File: src/rtl/mips_core.sv
// Single-cycle MIPS-I integer core: program counter, decode, ALU and branch/jump
// resolution. The I-cache, D-cache and register file are external and answer
// combinationally within the cycle; the PC is the only architectural state held here.
module mips_core #(
  parameter logic [31:0] RESET_PC = 32'h0000_0000
) (
  input  logic        clk,
  input  logic        rst,
  input  logic [31:0] iCacheReadData,
  output logic [31:0] iCacheReadAddr,
  input  logic [31:0] dCacheReadData,
  output logic [31:0] dCacheWriteData,
  output logic [31:0] dCacheAddr,
  output logic        dCacheWriteEn,
  output logic        dCacheReadEn,
  input  logic [31:0] rfReadData_p0,
  output logic [4:0]  rfReadAddr_p0,
  output logic        rfReadEn_p0,
  input  logic [31:0] rfReadData_p1,
  output logic [4:0]  rfReadAddr_p1,
  output logic        rfReadEn_p1,
  output logic [31:0] rfWriteData_p0,
  output logic [4:0]  rfWriteAddr_p0,
  output logic        rfWriteEn_p0
);

  localparam logic [5:0] OP_RTYPE = 6'h00;
  localparam logic [5:0] OP_J     = 6'h02;
  localparam logic [5:0] OP_JAL   = 6'h03;
  localparam logic [5:0] OP_BEQ   = 6'h04;
  localparam logic [5:0] OP_BNE   = 6'h05;
  localparam logic [5:0] OP_ADDI  = 6'h08;
  localparam logic [5:0] OP_ADDIU = 6'h09;
  localparam logic [5:0] OP_SLTI  = 6'h0A;
  localparam logic [5:0] OP_SLTIU = 6'h0B;
  localparam logic [5:0] OP_ANDI  = 6'h0C;
  localparam logic [5:0] OP_ORI   = 6'h0D;
  localparam logic [5:0] OP_XORI  = 6'h0E;
  localparam logic [5:0] OP_LUI   = 6'h0F;
  localparam logic [5:0] OP_LW    = 6'h23;
  localparam logic [5:0] OP_SW    = 6'h2B;

  localparam logic [5:0] FN_SLL  = 6'h00;
  localparam logic [5:0] FN_SRL  = 6'h02;
  localparam logic [5:0] FN_SRA  = 6'h03;
  localparam logic [5:0] FN_JR   = 6'h08;
  localparam logic [5:0] FN_ADD  = 6'h20;
  localparam logic [5:0] FN_ADDU = 6'h21;
  localparam logic [5:0] FN_SUB  = 6'h22;
  localparam logic [5:0] FN_SUBU = 6'h23;
  localparam logic [5:0] FN_AND  = 6'h24;
  localparam logic [5:0] FN_OR   = 6'h25;
  localparam logic [5:0] FN_XOR  = 6'h26;
  localparam logic [5:0] FN_NOR  = 6'h27;
  localparam logic [5:0] FN_SLT  = 6'h2A;
  localparam logic [5:0] FN_SLTU = 6'h2B;

  // Set-less-than helpers produce the architectural 0/1 word.
  function automatic logic [31:0] slt_signed(input logic signed [31:0] a,
                                             input logic signed [31:0] b);
    return {31'b0, (a < b)};
  endfunction

  function automatic logic [31:0] slt_unsigned(input logic [31:0] a, input logic [31:0] b);
    return {31'b0, (a < b)};
  endfunction

  logic [31:0] pc_q, pc_d;
  logic [31:0] pc_plus4;
  logic [31:0] instr;
  logic [5:0]  op, funct;
  logic [4:0]  rs_a, rt_a, rd_a, shamt;
  logic signed [31:0] rs_v, rt_v, imm_sext;
  logic [31:0] imm_zext, br_target, j_target;

  // decoded controls and results, before the reset gate
  logic        wr_req, re0, re1, mem_rd, mem_wr, br_taken, do_jump, do_jr;
  logic [4:0]  dest;
  logic [31:0] result;

  assign instr     = iCacheReadData;
  assign op        = instr[31:26];
  assign rs_a      = instr[25:21];
  assign rt_a      = instr[20:16];
  assign rd_a      = instr[15:11];
  assign shamt     = instr[10:6];
  assign funct     = instr[5:0];
  assign rs_v      = rfReadData_p0;
  assign rt_v      = rfReadData_p1;
  assign imm_sext  = {{16{instr[15]}}, instr[15:0]};
  assign imm_zext  = {16'h0000, instr[15:0]};
  assign pc_plus4  = pc_q + 32'd4;
  assign br_target = pc_plus4 + {imm_sext[29:0], 2'b00};
  assign j_target  = {pc_plus4[31:28], instr[25:0], 2'b00};

  // Instruction decode and ALU: one result, one destination, source-use flags.
  always_comb begin
    wr_req   = 1'b0;
    re0      = 1'b0;
    re1      = 1'b0;
    mem_rd   = 1'b0;
    mem_wr   = 1'b0;
    br_taken = 1'b0;
    do_jump  = 1'b0;
    do_jr    = 1'b0;
    dest     = 5'd0;
    result   = 32'h0;
    unique case (op)
      OP_RTYPE: begin
        dest = rd_a;
        unique case (funct)
          FN_ADD, FN_ADDU: begin wr_req = 1'b1; re0 = 1'b1; re1 = 1'b1; result = rs_v + rt_v; end
          FN_SUB, FN_SUBU: begin wr_req = 1'b1; re0 = 1'b1; re1 = 1'b1; result = rs_v - rt_v; end
          FN_AND:  begin wr_req = 1'b1; re0 = 1'b1; re1 = 1'b1; result = rs_v & rt_v; end
          FN_OR:   begin wr_req = 1'b1; re0 = 1'b1; re1 = 1'b1; result = rs_v | rt_v; end
          FN_XOR:  begin wr_req = 1'b1; re0 = 1'b1; re1 = 1'b1; result = rs_v ^ rt_v; end
          FN_NOR:  begin wr_req = 1'b1; re0 = 1'b1; re1 = 1'b1; result = ~(rs_v | rt_v); end
          FN_SLT:  begin wr_req = 1'b1; re0 = 1'b1; re1 = 1'b1; result = slt_signed(rs_v, rt_v); end
          FN_SLTU: begin wr_req = 1'b1; re0 = 1'b1; re1 = 1'b1; result = slt_unsigned(rs_v, rt_v); end
          FN_SLL:  begin wr_req = 1'b1; re1 = 1'b1; result = rt_v << shamt; end
          FN_SRL:  begin wr_req = 1'b1; re1 = 1'b1; result = rt_v >> shamt; end
          FN_SRA:  begin wr_req = 1'b1; re1 = 1'b1; result = rt_v >>> shamt; end
          FN_JR:   begin re0 = 1'b1; do_jr = 1'b1; dest = 5'd0; end
          default: dest = 5'd0;
        endcase
      end
      OP_ADDI, OP_ADDIU: begin wr_req = 1'b1; re0 = 1'b1; dest = rt_a; result = rs_v + imm_sext; end
      OP_SLTI:  begin wr_req = 1'b1; re0 = 1'b1; dest = rt_a; result = slt_signed(rs_v, imm_sext); end
      OP_SLTIU: begin wr_req = 1'b1; re0 = 1'b1; dest = rt_a; result = slt_unsigned(rs_v, imm_sext); end
      OP_ANDI:  begin wr_req = 1'b1; re0 = 1'b1; dest = rt_a; result = rs_v & imm_zext; end
      OP_ORI:   begin wr_req = 1'b1; re0 = 1'b1; dest = rt_a; result = rs_v | imm_zext; end
      OP_XORI:  begin wr_req = 1'b1; re0 = 1'b1; dest = rt_a; result = rs_v ^ imm_zext; end
      OP_LUI:   begin wr_req = 1'b1; dest = rt_a; result = {instr[15:0], 16'h0000}; end
      OP_LW:    begin wr_req = 1'b1; re0 = 1'b1; mem_rd = 1'b1; dest = rt_a; result = dCacheReadData; end
      OP_SW:    begin re0 = 1'b1; re1 = 1'b1; mem_wr = 1'b1; end
      OP_BEQ:   begin re0 = 1'b1; re1 = 1'b1; br_taken = (rs_v == rt_v); end
      OP_BNE:   begin re0 = 1'b1; re1 = 1'b1; br_taken = (rs_v != rt_v); end
      OP_J:     do_jump = 1'b1;
      OP_JAL:   begin do_jump = 1'b1; wr_req = 1'b1; dest = 5'd31; result = pc_plus4; end
      default:  ;
    endcase
  end

  // Next-PC selection; jumps and branches resolve in the same cycle (no delay slot).
  always_comb begin
    pc_d = pc_plus4;
    if (do_jr)         pc_d = rs_v;
    else if (do_jump)  pc_d = j_target;
    else if (br_taken) pc_d = br_target;
  end

  // Port drive: everything is quiet while reset is held; writes to $0 are suppressed.
  always_comb begin
    iCacheReadAddr  = pc_q;
    rfReadAddr_p0   = 5'd0;
    rfReadAddr_p1   = 5'd0;
    rfReadEn_p0     = 1'b0;
    rfReadEn_p1     = 1'b0;
    rfWriteAddr_p0  = 5'd0;
    rfWriteData_p0  = 32'h0;
    rfWriteEn_p0    = 1'b0;
    dCacheAddr      = 32'h0;
    dCacheWriteData = 32'h0;
    dCacheWriteEn   = 1'b0;
    dCacheReadEn    = 1'b0;
    if (rst) begin
      rfReadAddr_p0   = rs_a;
      rfReadAddr_p1   = rt_a;
      rfReadEn_p0     = re0;
      rfReadEn_p1     = re1;
      rfWriteAddr_p0  = dest;
      rfWriteData_p0  = wr_req ? result : 32'h0;
      rfWriteEn_p0    = wr_req && (dest != 5'd0);
      dCacheAddr      = (mem_rd || mem_wr) ? (rs_v + imm_sext) : 32'h0;
      dCacheWriteData = mem_wr ? rt_v : 32'h0;
      dCacheWriteEn   = mem_wr;
      dCacheReadEn    = mem_rd;
    end
  end

  // Program counter: the only state; retires one instruction per rising edge.
  always_ff @(posedge clk or negedge rst) begin
    if (!rst) pc_q <= RESET_PC;
    else      pc_q <= pc_d;
  end

endmodule

File: config.mk
export PLATFORM = sky130hd
export DESIGN_NAME = mips_core
export DESIGN_NICKNAME = d
export VERILOG_FILES = /design/src/rtl/mips_core.sv
export SDC_FILE = /design/constraint.sdc
export NUM_CORES = 1
export LEC_CHECK = 0
export ABC_AREA = 1
export CORE_UTILIZATION = 35
export DETAILED_ROUTE_END_ITERATION = 10
export SYNTH_ARGS = -nofsm -noshare
export SYNTH_HDL_FRONTEND = slang
export SYNTH_SLANG_ARGS = --single-unit
export TNS_END_PERCENT = 1
File: constraint.sdc
create_clock -name clk -period 4.5 [get_ports clk]
set_input_delay 0.45 -clock clk [delete_from_list [all_inputs] [get_ports clk]]
set_output_delay 0.45 -clock clk [all_outputs]
set_load 0.05 [all_outputs]
* Word-level counts from Yosys, hierarchy flattened
Index checks and enable logic that the tools add are counted.
Operators by class: add/subtract/negate cells 6, $lt $le $gt $ge 4, equal/unequal tests 29, shift operators 3, mux-type cells 32, bitwise logic cells 7, reduce and logical (&&, ||, !) cells 15
Operator list (count):
- $pmux 32 s11 | 1
- $pmux 32 s10 | 1
- $mux 32 | 9
- $add 32x32->32 | 3
- $lt 32x32->1 | 3
- $eq 6x6->1 const B | 12
- $eq 6x4->1 const B | 9
- $add 32x16->32 | 1
- $add 32x3->32 const B | 1
- $and 32x16->32 | 1
- $and 32x32->32 | 1
- $eq 32x32->1 | 1
- $lt 32x16->1 | 1
- $ne 32x32->1 | 1
- $not 32->32 | 1
- $or 32x16->32 | 1
- $or 32x32->32 | 1
- $shl 32x5->32 | 1
- $shr 32x5->32 | 1
- $sshr 32x5->32 | 1
- $sub 32x32->32 | 1
- $xor 32x16->32 | 1
- $xor 32x32->32 | 1
- $eq 6x2->1 const B | 4
- other kinds (15) | 38
Word-level totals: register bits after elaboration 32

* Logic depth before layout (Yosys ltp)
word-level depth 7, mapped depth 24

* Worst setup path after synthesis
Ideal clock, no wire load.
kind in2out, start point in iCacheReadData[9], end point out rfWriteData_p0[18], arrival time 3.406 ns, required time 4.050 ns, slack 0.644 ns, cell stages on the path 16, path buffers 3, path through buf_2 -> clkinv_1 -> buf_2 -> buf_1 -> ha_1 -> inv_1 -> o21ai_0 -> nor2_1 -> o211ai_1 -> nand2_1 -> nand2_1 -> xor2_1 -> nand2_1 -> nand2_1 -> inv_1 -> a21oi_1
On the way: longest elaborated chain between the ends 5, elaborated cells on any way between the ends 8, those cells by class 1 x add/sub; 3 x shift; 4 x mux
RTL lines:
- start, declared | RTL line 9 | input logic [31:0] iCacheReadData,
- branches (longest 2 deep; another with $add 32x16->32)
- $pmux 32 s10 (*) | RTL line 108 | unique case (op)
- $mux 32 (*) | RTL line 172 | rfWriteData_p0 = wr_req ? result : 32'h0;
- $mux 32 (*) | RTL line 166 | if (rst) begin
- end, declared | RTL line 22 | output logic [31:0] rfWriteData_p0,
Every way passes the cells marked *.

* Final worst setup path
start point in rfReadData_p0[19], end point out rfWriteData_p0[22]
On the way: longest elaborated chain between the ends 5, elaborated cells on any way between the ends 7, those cells by class 3 x add/sub; 4 x mux
RTL lines:
- start, declared | RTL line 16 | input logic [31:0] rfReadData_p0,
- $sub 32x32->32 / $add 32x32->32 (equally long branches) | RTL line 113, 112
- $pmux 32 s11 | RTL line 111 | unique case (funct)
- $pmux 32 s10 (*) | RTL line 108
- $mux 32 (*) | RTL line 172
- $mux 32 (*) | RTL line 166
Every way passes the cells marked *; elsewhere a longest branch is shown, timed or not.

==> impl_summary.md <==
Status
The run finished, with violations left. The final reports fail on negative setup slack.

Flow run
Max-cap violations in this run came to 0.

Yosys
Synthesis inferred 32 register bits. Sorting the synthesized cells by area gives the leading types as sky130_fd_sc_hd__nand2_1, sky130_fd_sc_hd__ha_1, sky130_fd_sc_hd__nand3_1, sky130_fd_sc_hd__inv_1, sky130_fd_sc_hd__nor2_1. The most used flip-flop cell after synthesis is sky130_fd_sc_hd__dfrtp_1. Synthesis instantiated 70 different standard cells from the library.

The leading area contributor after synthesis is sky130_fd_sc_hd__nand2_1. For this run, the number of Yosys warnings is 0. After synthesis, the share of flip-flops with an asynchronous set or reset is 100%. The mean post-synth cell area is 5.25 µm². The area share of the largest cell type after synthesis is 20.4%. The number of nets handed over by synthesis was 4099. The cell area after synthesis is 19700 µm². The synthesized instance count is 3757.

The share of the Yosys chip area taken by registers is 4.06%. The number of enable-type register cells in the synthesized netlist is 0.

Routing
The residual antenna-violating net count after detailed routing is 0. In the final routing, the length of wire on met1 measures 57.6 mm. Wire segments on met3 add up to 21.1 mm in the final route. The via count is 29721. The via count normalized by instance count is 6.01.

The first TritonRoute pass finished after 7 iterations. The final layout contains routed wiring with a total length of 141 mm. The amount of wire on met2 after detailed routing is 53.4 mm.

The DRC violations left is 0. The iteration-0 DRC count of the detailed router is 4466. After detailed routing, the average wire length per cell comes to 28.6 µm. The detailed router used layers up to and including met5.

Global routing
For this run, the total global-route usage over all layers was measured as 47.9%. The number of antenna violations at the first check in global routing is 7. The first global-routing pass estimated 195 mm of wire. After global routing the overflow that remains totals 0.

The via count of the first global-routing pass is 26389. Entering global routing, the biggest net connects 72 pins.

STA
Once routing completed, OpenROAD measured the worst setup slack at -97.3 ps. The setup total negative slack is -97.3 ps. The final setup violation count is 1.

Measured against its own limit, the worst slew margin works out to 42.6%. The final count of pins violating max slew is 0. Setup repair after global routing could not meet its margin everywhere. The clock arrives with 3.89 ps of skew. Counting I/O delays and the setup requirement, the final critical path takes 4600 ps. For this run, the top clock speed supported by timing is 218 MHz. Hold timing on the final database bottoms out at a slack of 320 ps. The final hold violation count is 0. At the pin with the least slew margin, the transition time is 859 ps. The final cycle utilization of the critical path is 102%.

Worst setup path
STA classifies the critical path startpoint as an input port. In this run the worst path has a maximum fanout of 7. The type of element capturing the critical path is an output port.

Data on the critical path arrives at its endpoint at 4150 ps. The type of the worst setup path is input port to output port. The worst endpoint required time is 4050 ps.

Floorplanning
In this run the count of I/O pins placed on the die edge is 278. The die width is 239 µm. The y dimension of the die is 239 µm. In this run the standard cell core region covers 55400 µm². The floorplan die area is 57300 µm². The initial cell density of the core is 35.6%. Row generation in the floorplan step produced 86 rows.

Clock network
Once the clock tree was built, the setup fixing pass inserted 0 buffers. In this run the deepest clock path goes through 2 buffers. The number of H-tree levels is 2. For the worst-skew pair, the clock arrives at the later sink with an insertion delay of 290 ps.

Counting the buffers created by CTS gives 5. The CTS tree is yes. The clock root buffer is sky130_fd_sc_hd__clkbuf_16.

The cts-stage hold buffer count is 0. The clock net in this run drives a total of 32 sinks. After clock tree synthesis, the clock-pin slew on the worst setup and hold paths is 60 ps.

Place
The HPWL after detailed placement is 121 mm. The count of buffers from port buffering is 277. At the end of routability-driven placement, the weighted congestion stood at 1.14. After detailed placement, the total cell area comes to 26000 µm². The total instance count after detailed placement is 4936. At the placement stage, the worst setup path has a slack of 17.1 ps.

Cells and area
The signed area change from the synthesized netlist to the final layout is 32.5%. Fill cells in the final layout number 6200. The number of flip-flops under the largest register name is 32.

For this run, the post-layout net count is 4537. Once layout is complete, the cells apart from fillers number 4947. The final cell area excluding filler cells is 26100 µm². The fraction of layout instances using a drive strength above 1 is 12.6%.

Power
The leakage power is 0.0131 µW. The power per cell area is 236 nW/µm². Across the VDD grid, the largest voltage drop is 0.230 mV.

Hold path
In this run the worst hold path is classified as input port to asynchronous set/reset pin.
[final timing paths]
kind                                    start                  to  slack, ps  cells past startpoint
setup / recovery            rfReadData_p0[19]  rfWriteData_p0[22]       -100                     16
hold / removal                            rst   iCacheReadAddr[8]        320                      2
setup reg to reg            iCacheReadAddr[5]  iCacheReadAddr[29]        260                     17
hold reg to reg            iCacheReadAddr[31]  iCacheReadAddr[31]        720                      4
max in group asynchronous                 rst   iCacheReadAddr[9]       3680                      2
min in group clk           iCacheReadAddr[31]  iCacheReadAddr[31]        720                      4
[Yosys cell counts, drive strengths merged, types with 4 or more instances]
master,instances
o21bai,20
buf,92
ha,208
o21a,7
clkbuf,41
nor4,14
and2,9
o211ai,48
a31o,4
inv,497
clkinv,6
fa,4
a211oi,9
o221ai,8
o21ai,209
a21o,10
nand3b,12
nand2,1086
a22oi,22
a221oi,21
nand4,59
o22ai,19
a31oi,8
nor2,456
nand3,469
a21boi,8
xnor2,11
a21oi,257
or2,8
dfrtp,32
nor3,52
xor2,30
[worst max-delay path: stages]
cell	delay, ps
sky130_fd_sc_hd__clkdlybuf4s50_1	700
sky130_fd_sc_hd__inv_1	110
sky130_fd_sc_hd__ha_1	570
sky130_fd_sc_hd__inv_2	140
sky130_fd_sc_hd__a21oi_1	300
sky130_fd_sc_hd__o21ai_0	190
sky130_fd_sc_hd__a21oi_1	340
sky130_fd_sc_hd__nand3_1	130
sky130_fd_sc_hd__nand2_1	80
sky130_fd_sc_hd__nand3_1	70
sky130_fd_sc_hd__nand4_1	130
sky130_fd_sc_hd__nand2_1	70
sky130_fd_sc_hd__buf_4	170
sky130_fd_sc_hd__a21oi_1	360
sky130_fd_sc_hd__buf_4	200
sky130_fd_sc_hd__buf_12	130
[metal layers]
| layer | vias to the layer above | track usage, % |
|---|---|---|
| li1 | 13281 | - |
| met1 | 13718 | 66.0 |
| met2 | 2372 | 64.6 |
| met3 | 342 | 15.6 |
| met4 | 8 | 25.8 |
| met5 | - | 0 |
[cell type report]
| cell class | count | area, µm² | area share, % |
|---|---|---|---|
| Antenna cell | 4 | 10.0 | 0.0383 |
| Clock buffer | 6 | 129 | 0.493 |
| Clock inverter | 1 | 5.00 | 0.0191 |
| Inverter | 503 | 1900 | 7.26 |
| Multi-Input combinational cell | 3089 | 16400 | 62.7 |
| Sequential cell | 32 | 801 | 3.06 |
| Tap cell | 748 | 936 | 3.58 |
| Timing Repair Buffer | 564 | 5980 | 22.9 |
[timing repair]
item	CTS	global route
resized for setup	1	6
hold endpoints to repair	0	0
endpoints found under the setup margin	1	5
[kinds of logic (layout without fill, tap and decap cells)]
group                      Yosys count  count (layout)  share of synthesized area (%)
AOI/OAI and AO/OA                  663             663                           19.9
DFF                                 32              32                           4.06
muxes                                1               1                         0.0507
xor gates and xnor gates            41              41                           1.90
and+or+nand+nor                   2172            2172                           47.5
buffers and inverters              636            1074                           13.0
adders and majority gates          212             212                           13.6
other                                0               4                              0
[cells in the final DEF (no fill, tap or decap), types with 16 or more instances in the layout]
cell / Yosys / routed
sky130_fd_sc_hd__inv_1: 462 / 462
sky130_fd_sc_hd__o22ai_1: 19 / 19
sky130_fd_sc_hd__a21oi_1: 250 / 250
sky130_fd_sc_hd__nor3_1: 46 / 46
sky130_fd_sc_hd__nor2_2: 18 / 18
sky130_fd_sc_hd__clkdlybuf4s50_1: 0 / 165
sky130_fd_sc_hd__o21ai_0: 186 / 184
sky130_fd_sc_hd__ha_1: 208 / 206
sky130_fd_sc_hd__nand2_1: 1074 / 1074
sky130_fd_sc_hd__o211ai_1: 48 / 48
sky130_fd_sc_hd__nand3_1: 462 / 462
sky130_fd_sc_hd__xor2_1: 29 / 29
sky130_fd_sc_hd__dfrtp_1: 32 / 32
sky130_fd_sc_hd__buf_4: 12 / 285
sky130_fd_sc_hd__nand4_1: 59 / 59
sky130_fd_sc_hd__a221oi_1: 21 / 21
sky130_fd_sc_hd__inv_2: 32 / 32
sky130_fd_sc_hd__nor2_1: 425 / 425
sky130_fd_sc_hd__buf_12: 0 / 107
sky130_fd_sc_hd__a22oi_1: 16 / 16
sky130_fd_sc_hd__o21bai_1: 20 / 20
sky130_fd_sc_hd__o21ai_1: 21 / 22
[through the flow]
| step | power, µW | util [%] |
|---|---|---|
| floorplan | 3350 | - |
| global placement | 5580 | 46.9 |
| detailed placement | 5540 | 46.9 |
| CTS | 5910 | 47.1 |
| global route | 6410 | 47.2 |
| finish | 6160 | 47.2 |
[where the power goes]
| part | internal [µW] | switching (µW) |
|---|---|---|
| combinational | 1670 | 3490 |
| clock | 202 | 153 |
| sequential | 392 | 247 |
Power figures use the tool's default switching activity.
